==> config.mk <==
export PLATFORM = sky130hd
export DESIGN_NAME = xor_nn_sequencer
export DESIGN_NICKNAME = d
export VERILOG_FILES = /design/src/rtl/xor_nn_sequencer.sv
export SDC_FILE = /design/constraint.sdc
export NUM_CORES = 1
export LEC_CHECK = 0
export ABC_AREA = 1
export CAP_MARGIN = 20
export CORE_MARGIN = 2
export CORE_UTILIZATION = 37
export CTS_CLUSTER_SIZE = 14
export DETAILED_ROUTE_END_ITERATION = 16
export REMOVE_ABC_BUFFERS = 1
export SLEW_MARGIN = 25
export SYNTH_ARGS = -nofsm -noshare
export SYNTH_HDL_FRONTEND = slang
export SYNTH_SLANG_ARGS = --single-unit
==> constraint.sdc <==
create_clock -name clock -period 6.1 [get_ports clock]
set_clock_uncertainty 0.05 [all_clocks]
set_input_delay 1.22 -clock clock [delete_from_list [all_inputs] [get_ports clock]]
set_output_delay 1.22 -clock clock [all_outputs]
set_load 0.02 [all_outputs]
==> src/rtl/xor_nn_sequencer.sv <==
`timescale 1ns/1ps
`default_nettype none
// ============================================================================
// Module   : xor_nn_sequencer
// Function : Time-shared MAC sequencer for the XOR network forward pass.
//            Hidden neurons then the output neuron share one MAC and one
//            external sigmoid; weights come from an external combinational ROM.
// Revision : 1.0  initial release
// ============================================================================
module xor_nn_sequencer #(
    parameter int N_HIDDEN = 3,
    parameter int ADDR_W   = 4,
    parameter int ACC_W    = 18,
    parameter int H_SHIFT  = 0,
    parameter int O_SHIFT  = 8
) (
    input  logic              clock,
    input  logic              reset,
    input  logic              start,
    input  logic [1:0]        x,
    output logic              busy,
    output logic              done,
    output logic [7:0]        y_out,
    output logic              y_bit,
    output logic [ADDR_W-1:0] w_addr,
    input  logic [7:0]        w_data,
    output logic [7:0]        sig_in,
    input  logic [7:0]        sig_out
);

    // Counter wide enough for the hidden MAC index (0..2) and output index (0..N).
    localparam int c_CW = (N_HIDDEN < 3) ? 2 : $clog2(N_HIDDEN + 1);

    typedef enum logic [2:0] {
        S_IDLE  = 3'd0,
        S_H_MAC = 3'd1,
        S_H_ACT = 3'd2,
        S_O_MAC = 3'd3,
        S_O_ACT = 3'd4
    } state_t;

    state_t            r_state, w_next;
    logic [c_CW-1:0]   r_j, r_k;
    logic [1:0]        r_x;
    logic [ACC_W-1:0]  r_acc, w_term, w_acc_next, w_h_sh, w_o_sh;
    logic [7:0]        r_a2 [N_HIDDEN];
    logic [7:0]        w_a2_sel, w_sat_h, w_sat_o, r_sig_in, r_y;
    logic              r_busy, r_done, w_last_j, w_k_out_last;
    logic [15:0]       w_prod;
    logic [ADDR_W-1:0] w_addr_c;

    assign w_last_j     = (r_j == c_CW'(N_HIDDEN - 1));
    assign w_k_out_last = (r_k == c_CW'(N_HIDDEN));

    always_ff @(posedge clock or posedge reset) begin
        if (reset) r_state <= S_IDLE;
        else       r_state <= w_next;
    end

    always_comb begin
        w_next   = r_state;
        w_addr_c = '0;
        case (r_state)
            S_IDLE:  if (start) w_next = S_H_MAC;
            S_H_MAC: begin
                w_addr_c = ADDR_W'(3 * int'(r_j) + int'(r_k));
                if (r_k == c_CW'(2)) w_next = S_H_ACT;
            end
            S_H_ACT: w_next = w_last_j ? S_O_MAC : S_H_MAC;
            S_O_MAC: begin
                if (w_k_out_last) begin
                    w_addr_c = ADDR_W'(4 * N_HIDDEN);
                    w_next   = S_O_ACT;
                end else begin
                    w_addr_c = ADDR_W'(3 * N_HIDDEN + int'(r_k));
                end
            end
            S_O_ACT: w_next = S_IDLE;
            default: w_next = S_IDLE;
        endcase
    end

    always_comb begin
        w_a2_sel = '0;
        for (int i = 0; i < N_HIDDEN; i++)
            if (r_k == c_CW'(i)) w_a2_sel = r_a2[i];
    end

    assign w_prod = {8'b0, w_data} * {8'b0, w_a2_sel};

    // Hidden inputs are single bits, so each hidden term is the weight or zero.
    always_comb begin
        w_term = '0;
        if (r_state == S_H_MAC) begin
            case (r_k)
                c_CW'(0): w_term = r_x[0] ? ACC_W'(w_data) : '0;
                c_CW'(1): w_term = r_x[1] ? ACC_W'(w_data) : '0;
                default:  w_term = ACC_W'(w_data);
            endcase
        end else if (r_state == S_O_MAC) begin
            w_term = w_k_out_last ? ACC_W'(w_data) : ACC_W'(w_prod);
        end
    end

    assign w_acc_next = (r_k == '0) ? w_term : r_acc + w_term;
    assign w_h_sh     = w_acc_next >> H_SHIFT;
    assign w_o_sh     = w_acc_next >> O_SHIFT;
    assign w_sat_h    = (w_h_sh > ACC_W'(255)) ? 8'hFF : w_h_sh[7:0];
    assign w_sat_o    = (w_o_sh > ACC_W'(255)) ? 8'hFF : w_o_sh[7:0];

    // sig_in is registered on the last MAC edge so it is stable for the whole ACT cycle.
    always_ff @(posedge clock or posedge reset) begin
        if (reset) begin
            r_j      <= '0;
            r_k      <= '0;
            r_x      <= '0;
            r_acc    <= '0;
            r_sig_in <= '0;
            r_y      <= '0;
            r_busy   <= 1'b0;
            r_done   <= 1'b0;
            for (int i = 0; i < N_HIDDEN; i++) r_a2[i] <= '0;
        end else begin
            r_done <= 1'b0;
            case (r_state)
                S_IDLE: begin
                    if (start) begin
                        r_x    <= x;
                        r_j    <= '0;
                        r_k    <= '0;
                        r_busy <= 1'b1;
                    end
                end
                S_H_MAC: begin
                    r_acc <= w_acc_next;
                    if (r_k == c_CW'(2)) begin
                        r_k      <= '0;
                        r_sig_in <= w_sat_h;
                    end else begin
                        r_k <= r_k + c_CW'(1);
                    end
                end
                S_H_ACT: begin
                    for (int i = 0; i < N_HIDDEN; i++)
                        if (r_j == c_CW'(i)) r_a2[i] <= sig_out;
                    r_j <= w_last_j ? '0 : r_j + c_CW'(1);
                end
                S_O_MAC: begin
                    r_acc <= w_acc_next;
                    if (w_k_out_last) begin
                        r_k      <= '0;
                        r_sig_in <= w_sat_o;
                    end else begin
                        r_k <= r_k + c_CW'(1);
                    end
                end
                S_O_ACT: begin
                    r_y    <= sig_out;
                    r_done <= 1'b1;
                    r_busy <= 1'b0;
                end
                default: ;
            endcase
        end
    end

    assign busy   = r_busy;
    assign done   = r_done;
    assign y_out  = r_y;
    assign y_bit  = r_y[7];
    assign w_addr = w_addr_c;
    assign sig_in = r_sig_in;

endmodule
`default_nettype wire

# [Word-level counts from Yosys, hierarchy flattened]
# Cells that the tools add are included.
[classes] add_sub_neg=5 multipliers=2 order_cmp=2 n_eq_ne=12 mux=31 reduce_logical=17
[ops] operator="$mux W8" n=9
[ops] operator="$mux W18" n=2
[ops] operator="$mux W16" n=2
[ops] operator="$pmux W8 S2" n=2
[ops] operator="$add A18 B18 Y18" n=1
[ops] operator="$gt A18 B8 Y1 const B" n=1
[ops] operator="$mul A8 B8 Y16" n=1
[ops] operator="$reduce_and A2 Y1" n=7
[ops] operator="$pmux W3 S4" n=1
[ops] operator="$gt A10 B8 Y1 const B" n=1
[ops] operator="$mux W2" n=5
[ops] operator="$mux W3" n=3
[ops] operator="$pmux W4 S2" n=1
[ops] operator="$eq A2 B2 Y1 const B" n=3
[ops] operator="$eq A3 B2 Y1 const B" n=2
[ops] operator="$ne A2 B2 Y1 const B" n=3
[ops] operator="$pmux W2 S3" n=1
[ops] operator="$reduce_and A3 Y1" n=2
[ops] operator="$reduce_bool A2 Y1" n=3
[ops] operator="$add A2 B1 Y2 const B" n=2
[ops] operator="$add A4 B2 Y4" n=1
[ops] operator="$add A4 B2 Y4 const A" n=1
[ops] operator="$eq A2 B1 Y1 const B" n=2
[ops] operator="$logic_not A2 Y1" n=2
[ops] operator="other kinds (10)" n=11
[totals] ff_bits=69 elab_cells=81

# [Depth between registers and ports, before layout]
[depth] ltp_word=14 ltp_mapped=45

# [Worst setup path before layout]
# No wires, ideal clock.
[synth_path] path_type="register to register" from="reg r_k[1]" to="reg r_sig_in[7] (netlist: sig_in[7])" setup_ns=0.116 arrival_time_ns=5.984 t_required_ns=5.934 setup_slack_ns=-0.050 path_stages_with_launch=40 path_buffers=2 synth_period_minus_slack_ns=6.150 cell_sequence="dfrtp_1 -> inv_1 -> ha_1 -> buf_2 -> clkbuf_1 -> nand2_1 -> o211ai_1 -> o21ai_0 -> inv_1 -> nor2_1 -> fa_1 -> fa_1 -> fa_1 -> inv_1 -> fa_1 -> inv_1 -> ha_1 -> nand2_1 -> (+4 left out) -> nand3b_1 -> nand3_1 -> inv_1 -> ha_1 -> nand2_1 -> inv_2 -> a21oi_2 -> nor2_1 -> nor2_1 -> nand3b_1 -> nand3_2 -> nand2_2 -> nor2_4 -> nand2_2 -> nand2_1 -> inv_1 -> nand2_1 -> nand2_1"
[synth_via] elab_chain_len=14 word_cells_on_any_way=24 cone_classes="add/sub (1); mul (1); order compare (2); eq/ne (5); mux (13); reduce/logical (2)"
[synth_rtl] item="from (decl)" line="43" text="logic [c_CW-1:0] r_j, r_k;"
[synth_rtl] item="from (signal assigned)" line="140" text="r_k <= r_k + c_CW'(1);"
[synth_rtl] item="from (signal assigned)" line="154" text="r_k <= r_k + c_CW'(1);"
[synth_rtl] item="$logic_not A2 Y1" line="86, 95, 105"
[synth_rtl] item="$mux W8 (3 in series)" line="86" text="if (r_k == c_CW'(i)) w_a2_sel = r_a2[i];"
[synth_rtl] item="$mul A8 B8 Y16" line="89" text="assign w_prod = {8'b0, w_data} * {8'b0, w_a2_sel};"
[synth_rtl] item="$mux W16" line="101" text="w_term = w_k_out_last ? ACC_W'(w_data) : ACC_W'(w_prod);"
[synth_rtl] item="$mux W16" line="100" text="end else if (r_state == S_O_MAC) begin"
[synth_rtl] item="$mux W18" line="94" text="if (r_state == S_H_MAC) begin"
[synth_rtl] item="$add A18 B18 Y18" line="105" text="assign w_acc_next = (r_k == '0) ? w_term : r_acc + w_term;"
[synth_rtl] item="$mux W18" line="105"
[synth_rtl] item="$gt A18 B8 Y1 or $gt A10 B8 Y1 (tied branches)" line="108, 109"
[synth_rtl] item="$mux W8 (on tied branches)" line="108, 109"
[synth_rtl] item="$mux W8 (on tied branches)" line="136, 150"
[synth_rtl] item="$pmux W8 S2" line="125" text="case (r_state)"
[synth_rtl] item="to (signal assigned)" line="138" text="r_sig_in <= w_sat_h;"
[synth_rtl] item="to (signal assigned)" line="152" text="r_sig_in <= w_sat_o;"
[synth_rtl] item="to (decl)" line="47" text="logic [7:0] w_a2_sel, w_sat_h, w_sat_o, r_sig_in, r_y;"
# Several ways; a longest one is shown, not always the timed one. The select of a mux whose other input is x is not followed.
# A chain may end at the register's enable or synchronous reset.

# [Final worst setup path]
[layout_path] from="reg r_k[0]" to="reg r_sig_in[1] (netlist: sig_in[1])"
# The elaborated chain is that of the path after synthesis.

==> summary.txt <==
Syn Area/Cell -> 6.97 µm²
CP Capture Type -> flop
Clock Latency Late Sink -> 0.34 ns
CP required -> 6.28 ns
CTS tree -> yes
Via density -> 4.89
Die X-Extent -> 141 µm
F_max -> 0.160 GHz
Fill cells -> 1740
Aggregate global routing overflow -> 0
Synth warnings -> 0
Min-delay worst type -> flop to flop
Routed wire per std cell -> 14.7 µm
Area of the multi-input gates -> 0.00532 mm²
Vias in the first global route -> 6861
# diodes -> 0
CP Max Fanout -> 5
Fraction of layout cells with a size suffix above 1 -> 32.1%
Violated checks -> negative setup slack
Initial antenna violation count -> 0
Clk slew on worst S/H paths -> 0.06 ns
RSZ-0062 raised after global routing -> yes
Worst-Margin Slew -> 1.01 ns
Layout net count -> 1299
CP peak stage delay -> 0.50 ns
Rel. slew slack -> 32.8%
WL final -> 20900 µm
Slowest-stage cell, CP -> fa_1
Period utilisation layout -> 103%
CTS H-tree depth -> 3
Post-DP HPWL -> 15600 µm
Rows -> 50
PortBufs -> 43
FF+latch count, synth -> 69
CTS Hold Bufs -> 0
DR iter-0 viols -> 403
First-pass GRT wire length -> 34100 µm
Gr usage total -> 21.5%
Max Root-Sink Buffers -> 2
Cell family with most CP delay -> adder cells
Final min period -> 6.27 ns
Final worst slack -> -0.167 ns
Most used cell, CP -> nand2_2
1st-pass router iterations -> 5
Post-route setup TNS -> -1.38 ns
Final hold violations -> 0
Critical path class -> flop to flop
CP Data Arrival Time -> 6.45 ns
CP Launch Type -> flop
Core region area -> 0.0186 mm²
Root Driver -> clkbuf_16
Buf/Inv on CP -> 8
Commonest non-fill, non-tap cells in the layout -> nand2_1 (253), inv_1 (145), buf_4 (131)
Num CTS Buffers -> 9
Library cells used by synthesis -> 37
Gp weighted congestion -> 0.951
Final Max Tran Viols -> 0
Starting Density -> 37.5%
Die footprint -> 0.0199 mm²
Mapped Area -> 0.00697 mm²
Die height -> 141 µm
Endpoints failing setup -> 10
Most common cell after layout, fill and taps aside -> nand2_1
Max_cap viols -> 0
Post-route ant nets -> 0
Sequential share of the synthesized area -> 24.8%
Cells after Synth -> 1000
Vias -> 6917
Largest net degree at the start of global routing -> 40
Core Util, Final -> 53.1%
I/O Pins -> 44
FF+latch area -> 0.00173 mm²
Area delta synth->final -> 41.5%
DRC -> 0
Sink Count -> 69
Status -> finished, violations left
[repair_timing]
action                     in CTS  in global routing
setup endpoints to repair      20                 21
pin swaps                      78                 84
gates cloned                    1                  0
buffers inserted               17                 15
resized for setup             167                103
[synthesized netlist by cell type (all sizes together)]
| cell type | number | area, µm² |
|---|---|---|
| a21o | 1 | 7.51 |
| a21oi | 28 | 144 |
| a22oi | 1 | 7.51 |
| a31o | 1 | 8.76 |
| a31oi | 2 | 12.5 |
| and3 | 1 | 6.26 |
| buf | 7 | 43.8 |
| clkbuf | 11 | 41.3 |
| clkinv | 4 | 15.0 |
| dfrtp | 69 | 1730 |
| fa | 39 | 781 |
| ha | 63 | 788 |
| inv | 186 | 698 |
| mux2 | 3 | 33.8 |
| nand2 | 304 | 1160 |
| nand3 | 60 | 340 |
| nand3b | 8 | 60.1 |
| nand4 | 18 | 113 |
| nor2 | 97 | 418 |
| nor3 | 4 | 20.0 |
| o211ai | 13 | 103 |
| o21ai | 70 | 354 |
| o21bai | 1 | 7.51 |
| xnor2 | 6 | 52.6 |
| xor2 | 3 | 26.3 |
[final cells by class]
class / instances / share of cell area, %
Sequential cell: 69 / 17.5
Clock inverter: 6 / 0.393
Multi-Input combinational cell: 724 / 54.0
Clock buffer: 10 / 2.42
Inverter: 190 / 7.54
Timing Repair Buffer: 182 / 15.2
Tap cell: 234 / 2.97
[worst reg2reg max path: cells and delay by family, from the launching register on]
family,cells,cell delay (ns)
AOI/OAI and AO/OA,3,0.40
and+or+nand+nor,19,1.89
adders and majority gates,7,2.66
buffers and inverters,8,0.73
DFF,1,0.43
[per-stage QoR]
step	setup WS, ns	instances	cell area, µm²	hold WS (ns)
finish	-0.167	1415	9860	0.426
global route	-0.486	1415	9860	0.446
CTS	-0.113	1400	9450	0.432
detailed placement	-1.23	1366	8410	0.415
global placement	-1.22	1366	8410	0.414
floorplan	-0.259	982	6880	0.395
[state kept, by name (all words and copies together), names as in the netlist]
signal and cells:
done 1, busy 1, r_x 2, y_out 8, r_state 3, r_acc 18, r_k 2, r_j 2
sig_in 8, r_a2 24
[final timing paths]
kind	start	end	slack, ns	cells past startpoint
max	r_k[0]$_DFFE_PP0P_	sig_in[1]$_DFFE_PP0P_	-0.17	37
min	sig_in[5]$_DFFE_PP0P_	sig_in[5]$_DFFE_PP0P_	0.43	2
max reg2reg	r_k[0]$_DFFE_PP0P_	sig_in[1]$_DFFE_PP0P_	-0.17	37
min reg2reg	sig_in[5]$_DFFE_PP0P_	sig_in[5]$_DFFE_PP0P_	0.43	2
max in group asynchronous	reset	r_a2[6]$_DFFE_PP0P_	3.77	3
min in group asynchronous	reset	r_k[1]$_DFFE_PP0P_	1.26	2
[cells by family (layout without fill, tap and decap cells)]
kind of cell	Yosys count	count (layout)	share of synthesized area [%]
buf+inv	208	388	11.5
mux	3	3	0.485
simple gates	492	493	30.4
xor+xnor	9	9	1.13
flops	69	69	24.8
compound gates	117	117	9.25
fa+ha+maj	102	102	22.5
[layer usage]
layer  vias up  share of wire (%)  global-route usage, %
met5         -                  0                      0
met4         0                2.6                   7.26
met1      3227                 44                   27.6
met3        43                4.5                   3.53
met2       172                 48                   36.8
li1       3475                  -                      -
Power is not shown: default switching activity piles up to over one toggle a cycle in this logic, so the estimate is an artifact.
